==> src/rtl/sha_mem_arbiter_if.sv <==
// Shared-memory arbiter bus: hash-core request side plus the single memory port.
interface sha_mem_arbiter_if #(
  parameter int unsigned NREQ = 2
);
  localparam int unsigned OW = (NREQ > 1) ? $clog2(NREQ) : 1;

  // Requester side
  logic [NREQ-1:0]    req;
  logic [NREQ-1:0]    req_we;
  logic [16*NREQ-1:0] req_addr;
  logic [32*NREQ-1:0] req_wdata;
  logic [NREQ-1:0]    gnt;
  logic [31:0]        req_rdata;

  // Memory side
  logic               mem_clk;
  logic               mem_we;
  logic [15:0]        mem_addr;
  logic [31:0]        mem_write_data;
  logic [31:0]        mem_read_data;

  // Status
  logic               timeout_err;
  logic [OW-1:0]      owner;

  modport slave (
    input  req, req_we, req_addr, req_wdata, mem_read_data,
    output gnt, req_rdata, mem_clk, mem_we, mem_addr, mem_write_data,
           timeout_err, owner
  );

  modport master (
    output req, req_we, req_addr, req_wdata, mem_read_data,
    input  gnt, req_rdata, mem_clk, mem_we, mem_addr, mem_write_data,
           timeout_err, owner
  );
endinterface

==> src/rtl/sha_mem_arbiter.sv <==
// Round-robin arbiter giving NREQ hash cores turns on one memory port,
// with no preemption, a forced release after MAX_HOLD granted cycles,
// and a mandatory idle cycle between consecutive grants.
module sha_mem_arbiter #(
  parameter int unsigned NREQ     = 2,
  parameter int unsigned MAX_HOLD = 4096
) (
  input  logic             clk,
  input  logic             reset_n,
  sha_mem_arbiter_if.slave bus
);
  localparam int unsigned IW = (NREQ > 1) ? $clog2(NREQ) : 1;
  localparam int unsigned HW = 16;
  localparam logic [HW-1:0]   HOLD_LAST = HW'(MAX_HOLD - 1);
  localparam logic [NREQ-1:0] GNT_ONE   = NREQ'(1);

  typedef enum logic {S_IDLE, S_GRANT} state_t;

  state_t          r_state;
  logic [NREQ-1:0] r_gnt;
  logic [IW-1:0]   r_owner;
  logic [IW-1:0]   r_rr_ptr;
  logic [HW-1:0]   r_hold_cnt;
  logic            r_timeout_err;
  logic            r_armed;

  logic            w_found;
  logic [IW-1:0]   w_pick;
  logic [IW-1:0]   w_idx;
  logic            w_owner_req;

  // Round-robin successor of an index.
  function automatic logic [IW-1:0] f_next(input logic [IW-1:0] i);
    if (32'(i) == NREQ - 1) return '0;
    else                    return i + IW'(1);
  endfunction

  // First requester found searching upward from the round-robin pointer.
  always_comb begin
    w_found = 1'b0;
    w_pick  = '0;
    w_idx   = '0;
    for (int k = 0; k < NREQ; k++) begin
      w_idx = IW'((32'(r_rr_ptr) + 32'(k)) % NREQ);
      if (!w_found && bus.req[w_idx]) begin
        w_found = 1'b1;
        w_pick  = w_idx;
      end
    end
  end

  assign w_owner_req = bus.req[r_owner];

  // Arbitration FSM; the first req-active edge after reset only arms it.
  always_ff @(posedge clk or negedge reset_n) begin
    if (!reset_n) begin
      r_state       <= S_IDLE;
      r_gnt         <= '0;
      r_owner       <= '0;
      r_rr_ptr      <= '0;
      r_hold_cnt    <= '0;
      r_timeout_err <= 1'b0;
      r_armed       <= 1'b0;
    end else begin
      r_armed <= r_armed | (|bus.req);
      case (r_state)
        S_IDLE: begin
          if (r_armed && w_found) begin
            r_state    <= S_GRANT;
            r_gnt      <= GNT_ONE << w_pick;
            r_owner    <= w_pick;
            r_rr_ptr   <= f_next(w_pick);
            r_hold_cnt <= '0;
          end
        end
        S_GRANT: begin
          if (!w_owner_req) begin
            r_state <= S_IDLE;
            r_gnt   <= '0;
            r_owner <= '0;
          end else if (r_hold_cnt == HOLD_LAST) begin
            r_state       <= S_IDLE;
            r_gnt         <= '0;
            r_owner       <= '0;
            r_timeout_err <= 1'b1;
            r_rr_ptr      <= f_next(r_owner);
          end else begin
            r_hold_cnt <= r_hold_cnt + HW'(1);
          end
        end
        default: begin
          r_state <= S_IDLE;
          r_gnt   <= '0;
          r_owner <= '0;
        end
      endcase
    end
  end

  // Memory port follows the owner only while it is still requesting.
  always_comb begin
    bus.mem_we         = 1'b0;
    bus.mem_addr       = '0;
    bus.mem_write_data = '0;
    if (r_state == S_GRANT && w_owner_req) begin
      bus.mem_we         = bus.req_we[r_owner];
      bus.mem_addr       = bus.req_addr[32'(r_owner)*16 +: 16];
      bus.mem_write_data = bus.req_wdata[32'(r_owner)*32 +: 32];
    end
  end

  assign bus.gnt         = r_gnt;
  assign bus.owner       = r_owner;
  assign bus.timeout_err = r_timeout_err;
  assign bus.req_rdata   = bus.mem_read_data;
  assign bus.mem_clk     = clk;
endmodule

==> src/flat_wrapper.sv <==
// flat-port wrapper written by rule: the top's interface ports become plain ports
module sha_mem_arbiter_flat 
#(
  parameter int unsigned NREQ     = 2,
  parameter int unsigned MAX_HOLD = 4096
)
  (clk, reset_n, bus_req, bus_req_we, bus_req_addr, bus_req_wdata, bus_mem_read_data, bus_gnt, bus_req_rdata, bus_mem_clk, bus_mem_we, bus_mem_addr, bus_mem_write_data, bus_timeout_err, bus_owner);
  sha_mem_arbiter_if #(.NREQ(NREQ)) bus_i ();
  input  logic clk;
  input  logic reset_n;
  input wire logic [$bits(bus_i.req)-1:0] bus_req;
  input wire logic [$bits(bus_i.req_we)-1:0] bus_req_we;
  input wire logic [$bits(bus_i.req_addr)-1:0] bus_req_addr;
  input wire logic [$bits(bus_i.req_wdata)-1:0] bus_req_wdata;
  input wire logic [$bits(bus_i.mem_read_data)-1:0] bus_mem_read_data;
  output wire logic [$bits(bus_i.gnt)-1:0] bus_gnt;
  output wire logic [$bits(bus_i.req_rdata)-1:0] bus_req_rdata;
  output wire logic [$bits(bus_i.mem_clk)-1:0] bus_mem_clk;
  output wire logic [$bits(bus_i.mem_we)-1:0] bus_mem_we;
  output wire logic [$bits(bus_i.mem_addr)-1:0] bus_mem_addr;
  output wire logic [$bits(bus_i.mem_write_data)-1:0] bus_mem_write_data;
  output wire logic [$bits(bus_i.timeout_err)-1:0] bus_timeout_err;
  output wire logic [$bits(bus_i.owner)-1:0] bus_owner;
  assign bus_i.req = bus_req;
  assign bus_i.req_we = bus_req_we;
  assign bus_i.req_addr = bus_req_addr;
  assign bus_i.req_wdata = bus_req_wdata;
  assign bus_i.mem_read_data = bus_mem_read_data;
  assign bus_gnt = bus_i.gnt;
  assign bus_req_rdata = bus_i.req_rdata;
  assign bus_mem_clk = bus_i.mem_clk;
  assign bus_mem_we = bus_i.mem_we;
  assign bus_mem_addr = bus_i.mem_addr;
  assign bus_mem_write_data = bus_i.mem_write_data;
  assign bus_timeout_err = bus_i.timeout_err;
  assign bus_owner = bus_i.owner;
  sha_mem_arbiter #(.NREQ(NREQ), .MAX_HOLD(MAX_HOLD)) u_core (.clk(clk), .reset_n(reset_n), .bus(bus_i));
endmodule
==> config.mk <==
export PLATFORM = sky130hd
export DESIGN_NAME = sha_mem_arbiter_flat
export DESIGN_NICKNAME = d
export VERILOG_FILES = /design/src/rtl/sha_mem_arbiter_if.sv /design/src/rtl/sha_mem_arbiter.sv /design/src/flat_wrapper.sv
export SDC_FILE = /design/constraint.sdc
export NUM_CORES = 1
export LEC_CHECK = 0
export CORE_MARGIN = 3
export CORE_UTILIZATION = 30
export DETAILED_ROUTE_END_ITERATION = 10
export PLACE_DENSITY = 0.88
export SETUP_SLACK_MARGIN = 0.02
export SYNTH_ARGS = -nofsm -noshare
export SYNTH_HDL_FRONTEND = slang
export SYNTH_SLANG_ARGS = --single-unit
==> constraint.sdc <==
create_clock -name clk -period 2.4 [get_ports clk]
set_clock_uncertainty 0.05 [all_clocks]
set_input_delay 0.48 -clock clk [delete_from_list [all_inputs] [get_ports clk]]
set_output_delay 0.48 -clock clk [all_outputs]
set_load 0.005 [all_outputs]
Yosys cells after proc, flatten, opt, wreduce, memory -nomap -nowiden
Index checks and enable logic that the tools add are counted.
{ "totals": {"ff_bits": 23, "elab_cells": 71, "out_inout_bits": 86} }
{ "classes": {"bitwise": 2, "add_sub_neg": 4, "n_reduce_logical": 9, "shift": 3, "mux": 37, "n_lt_le_gt_ge": 3, "eq_ne": 6} }
{ "op_table": {"columns": ["operator", "n"], "rows": [
  ["2-to-1 mux 16 bit", 4],
  ["indexed part select 64 x 7 -> 32 bit", 1],
  ["2-to-1 mux 32 bit", 1],
  ["one-hot mux 16 bit (2 select lines)", 1],
  ["indexed part select 32 x 6 -> 16 bit", 1],
  ["2-to-1 mux 1 bit", 24],
  ["adder 16 x 1 -> 16 bit, second input constant", 1],
  ["equality test 16 x 12 -> 1 bit, second input constant", 1],
  ["AND reduction 3 bit", 3],
  ["less-than comparator 1 x 2 -> 1 bit, second input constant", 3],
  ["2-to-1 mux 2 bit", 3],
  ["!= test 2 bit, second input constant", 3],
  ["one-hot mux 1 bit (2 select lines)", 3],
  ["one-hot mux 2 bit (2 select lines)", 1],
  ["adder 1 bit, second input constant", 3],
  ["logical AND 1 bit", 3],
  ["!= test 3 bit, second input constant", 1],
  ["!= test 2 x 1 -> 1 bit, second input constant", 1],
  ["AND reduction 2 bit", 1],
  ["OR reduction 2 bit", 1],
  ["<< shifter 1 x 1 -> 2 bit, first input constant", 1],
  ["logical NOT 1 bit", 1],
  ["NOT 1 bit", 1],
  ["OR 1 bit", 1]
]} }

Longest topological paths before layout
{ "logic_depth": {"word_depth": 10, "mapped_depth": 7, "ltp_nobuf": 5} }

==> metrics.log <==
INFO  metric status = finished, final reports clean
INFO  metric leakage = 1.736 nW
INFO  metric timing.max_slew.rel_slack = 0.7617
INFO  metric critPathArrivalTime = 1.83 ns
INFO  metric synth_area_leader_cell = sky130_fd_sc_hd__dfrtp_1
INFO  metric place.gp.congestion = approximately 0.94
INFO  metric post_drt_via_cell_ratio = 5.136
INFO  metric detail_route.iter0.violations = 137
INFO  metric design.final.nets = 545
INFO  metric setup_viol = 0
INFO  metric cts_tree = yes
INFO  metric clock_insertion_delay_worst_skew = 0.38 ns
INFO  metric synth.net_count = 406
INFO  metric grt_first_pass_wirelength = 13,960 um
INFO  metric synth.avg_cell_area = between 8 and 9 um^2
INFO  metric worst-endpoint-required = 1.87 ns
INFO  metric hold_path.class = in -> async
INFO  metric worst-slew-pin-transition = about 0.36 ns
INFO  metric dpl.hpwl = 7901 um
INFO  metric synth_top_flop_cell = sky130_fd_sc_hd__dfrtp_1
INFO  metric number_of_global_route_vias_before_repair = ~2,500
INFO  metric route.detailed.drc = 0
INFO  metric placement_rows = 30
INFO  metric number_of_optimization_iterations_in_the_first_detailed_route_pass = 4
INFO  metric antenna_left = 0
INFO  metric grt_setup_unrepaired = yes
INFO  metric cp_startpoint_kind = flip-flop
INFO  metric power.ir.vdd_worst = 0.4280 mV
INFO  metric max_clock_freq = ~420 MHz
INFO  metric hold-worst-slack = between 0.4 and 0.5 ns
INFO  metric synth.top_cell.area_share = 0.2482
INFO  metric layout_worst_path_cycle_share = 0.9814
INFO  metric wirelength = between 9000 and 10,000 um
INFO  metric avgRoutedWirePerCell = 19.59 um
INFO  metric synth_cells = 271
INFO  metric syn_area = ~2200 um^2
INFO  metric worstReg2RegEnd = u_core.r_rr_ptr
INFO  metric initial_utilization = 0.3177
INFO  metric max_cap_viol_count = 0
INFO  metric synth_top_cells_by_count = sky130_fd_sc_hd__nor2_1 (54), sky130_fd_sc_hd__mux2i_1 (51), sky130_fd_sc_hd__buf_4 (34), sky130_fd_sc_hd__dfrtp_1 (22), sky130_fd_sc_hd__a31oi_1 (14)
INFO  metric synth-edff-count = 0
INFO  metric worst_r2r_path_depth = 4
INFO  metric io_pins = between 200 and 250
INFO  metric yosysMostFrequentCell = sky130_fd_sc_hd__nor2_1
INFO  metric post_route_cells_drive_above_1_share = 0.1271
INFO  metric synth_cell_types = between 40 and 50
INFO  metric initial_antenna_violation_count = 4
INFO  metric powerDensity = 787.1 nW/um^2
INFO  metric critical_path.endpoint_type = output pin
INFO  metric finalNonFillerCells = 506
INFO  metric grt_usage = 0.2140
INFO  metric fp.dieH = 91.99 um
INFO  metric synth.yosys.seq_area_share = 0.2482
INFO  metric synth_seq_cells = 22
INFO  metric worstPathMaxFanout = 10
INFO  metric post-place-cells = just under 500
INFO  metric numPortBuffers = 155
INFO  metric clkTransAtPathRegs = 0.09 ns
INFO  metric die_x = 91.99 um
INFO  metric grt-ovfl-total = 0
INFO  metric final-max-slew-violation-count = 0
INFO  metric core_area = 6982 um^2
INFO  metric postSynth.asyncResetShare = 1.000
INFO  metric reg2reg_slack = around 0.18 ns
INFO  metric crit-reg2reg-launch = u_core.r_hold_cnt[12]
INFO  metric vias = between 2,000 and 3,000
INFO  metric crit_type = reg -> out
INFO  metric die-area = approximately 8500 um^2
INFO  metric synth.yosys.warnings = 0
INFO  metric area_growth = 77.72%
INFO  metric period_needed = 2.355 ns
INFO  metric yosys-top-cells-area = sky130_fd_sc_hd__dfrtp_1 (25%), sky130_fd_sc_hd__mux2i_1 (23%), sky130_fd_sc_hd__buf_4 (12%)
INFO  metric pin_count_of_the_biggest_net_entering_global_routing = 55
INFO  metric hold_viol_final = 0
## through the flow
step / power [mW] / instance area (um^2) / setup WS, ns / setup TNS, ns / util
2_1_floorplan: 1.572 / 2218 / 0.2537 / 0 / -
6_report: 3.103 / 3943 / 0.04466 / 0 / 0.5647
4_1_cts: 2.859 / 3774 / 0.02066 / 0 / 0.5405
3_3_place_gp: 2.490 / 3720 / -0.2525 / -10.85 / 0.5328
3_5_place_dp: 2.542 / 3720 / -0.2959 / -12.04 / 0.5328
5_1_grt: 3.305 / 3943 / -0.01867 / -0.07501 / 0.5647
## timing repair
action,in CTS,in global routing
pin swaps,0,0
cloned,0,4
setup endpoints to repair,50,49
hold endpoints to repair,0,0
setup buffers,0,6
hold buffers,0,0
gates resized for setup,52,54
## placed cells by master, fill, tap and decap left out, types with 5 or more instances in the layout
cell type	instances
sky130_fd_sc_hd__nand2_1	9
sky130_fd_sc_hd__a31oi_1	14
sky130_fd_sc_hd__o211ai_1	6
sky130_fd_sc_hd__nand4_1	5
sky130_fd_sc_hd__buf_4	17
sky130_fd_sc_hd__clkdlybuf4s15_1	30
sky130_fd_sc_hd__nor2_1	52
sky130_fd_sc_hd__clkdlybuf4s50_1	103
sky130_fd_sc_hd__dfrtp_1	21
sky130_fd_sc_hd__dlygate4sd2_1	13
sky130_fd_sc_hd__or4_1	5
sky130_fd_sc_hd__inv_1	6
sky130_fd_sc_hd__mux2i_1	50
sky130_fd_sc_hd__clkbuf_8	6
sky130_fd_sc_hd__clkbuf_2	8
## how the worst max path moves through the flow
stage / from / end / slack [ns] / cells past startpoint
6_report: u_core.bus.owner / bus_mem_addr[15] / 0.04 / 6
2_1_floorplan: u_core.bus.owner / bus_mem_addr[10] / 0.25 / 6
5_1_grt: u_core.bus.owner / bus_mem_we / -0.02 / 6
3_3_place_gp: bus_req[1] / bus_mem_addr[10] / -0.25 / 6
4_1_cts: bus_req[1] / bus_mem_write_data[25] / 0.02 / 6
3_5_place_dp: bus_req[0] / bus_mem_write_data[25] / -0.30 / 6
## flip-flops by register name, indices dropped and copies added (netlist names)
| register | flops |
|---|---|
| u_core.r_hold_cnt | 16 |
| u_core.bus.gnt | 1 |
| u_core.bus.owner | 1 |
| u_core.bus.timeout_err | 1 |
| u_core.r_armed | 1 |
| u_core.r_rr_ptr | 1 |
| u_core.r_state | 1 |
## routing by layer
layer / vias to the layer above / GRT usage / wire length, um / part of all wire
met5: - / 0 / 30 / 0.0030
met4: 6 / 0.06807 / 211 / 0.021
met3: 32 / 0.07301 / 939 / 0.095
met2: 128 / 0.3169 / 4455 / 0.45
met1: 1216 / 0.2913 / 4277 / 0.43
li1: 1217 / - / - / -
## critical path, stage by stage (launching register included)
cell                            delay, ns
sky130_fd_sc_hd__dfrtp_2             0.41
sky130_fd_sc_hd__mux2i_2             0.27
sky130_fd_sc_hd__nand2b_4            0.21
sky130_fd_sc_hd__buf_4               0.13
sky130_fd_sc_hd__buf_12              0.11
sky130_fd_sc_hd__nor2_1              0.05
sky130_fd_sc_hd__dlygate4sd2_1       0.27
## report_power, final
group,internal [mW],switching [mW]
clock network,0.345,0.161
logic,1.16,0.945
registers,0.431,0.0643
total,1.93,1.17
## area by class of cell
| type | instances | area [um^2] |
|---|---|---|
| clock buffers | 7 | 91.34 |
| multi-input cells | 193 | 1330 |
| clock inverters | 1 | 30.03 |
| well taps | 96 | 120.1 |
| fillers | 618 | 3039 |
| flip-flops and latches | 22 | 551.8 |
| inverters | 6 | 22.52 |
| diodes | 1 | 2.502 |
| repair buffers | 180 | 1794 |
## cells by family (layout without fill, tap and decap cells)
logic type	Yosys count	in the layout	synth area share
other	0	1	0
DFF	22	22	0.2482
and+or+nand+nor	96	96	0.2115
buffers and inverters	56	194	0.1596
muxes	52	52	0.2352
adders and majority gates	1	1	0.005639
AOI/OAI and AO/OA	44	44	0.1399
(Power assumes the default switching activity.)
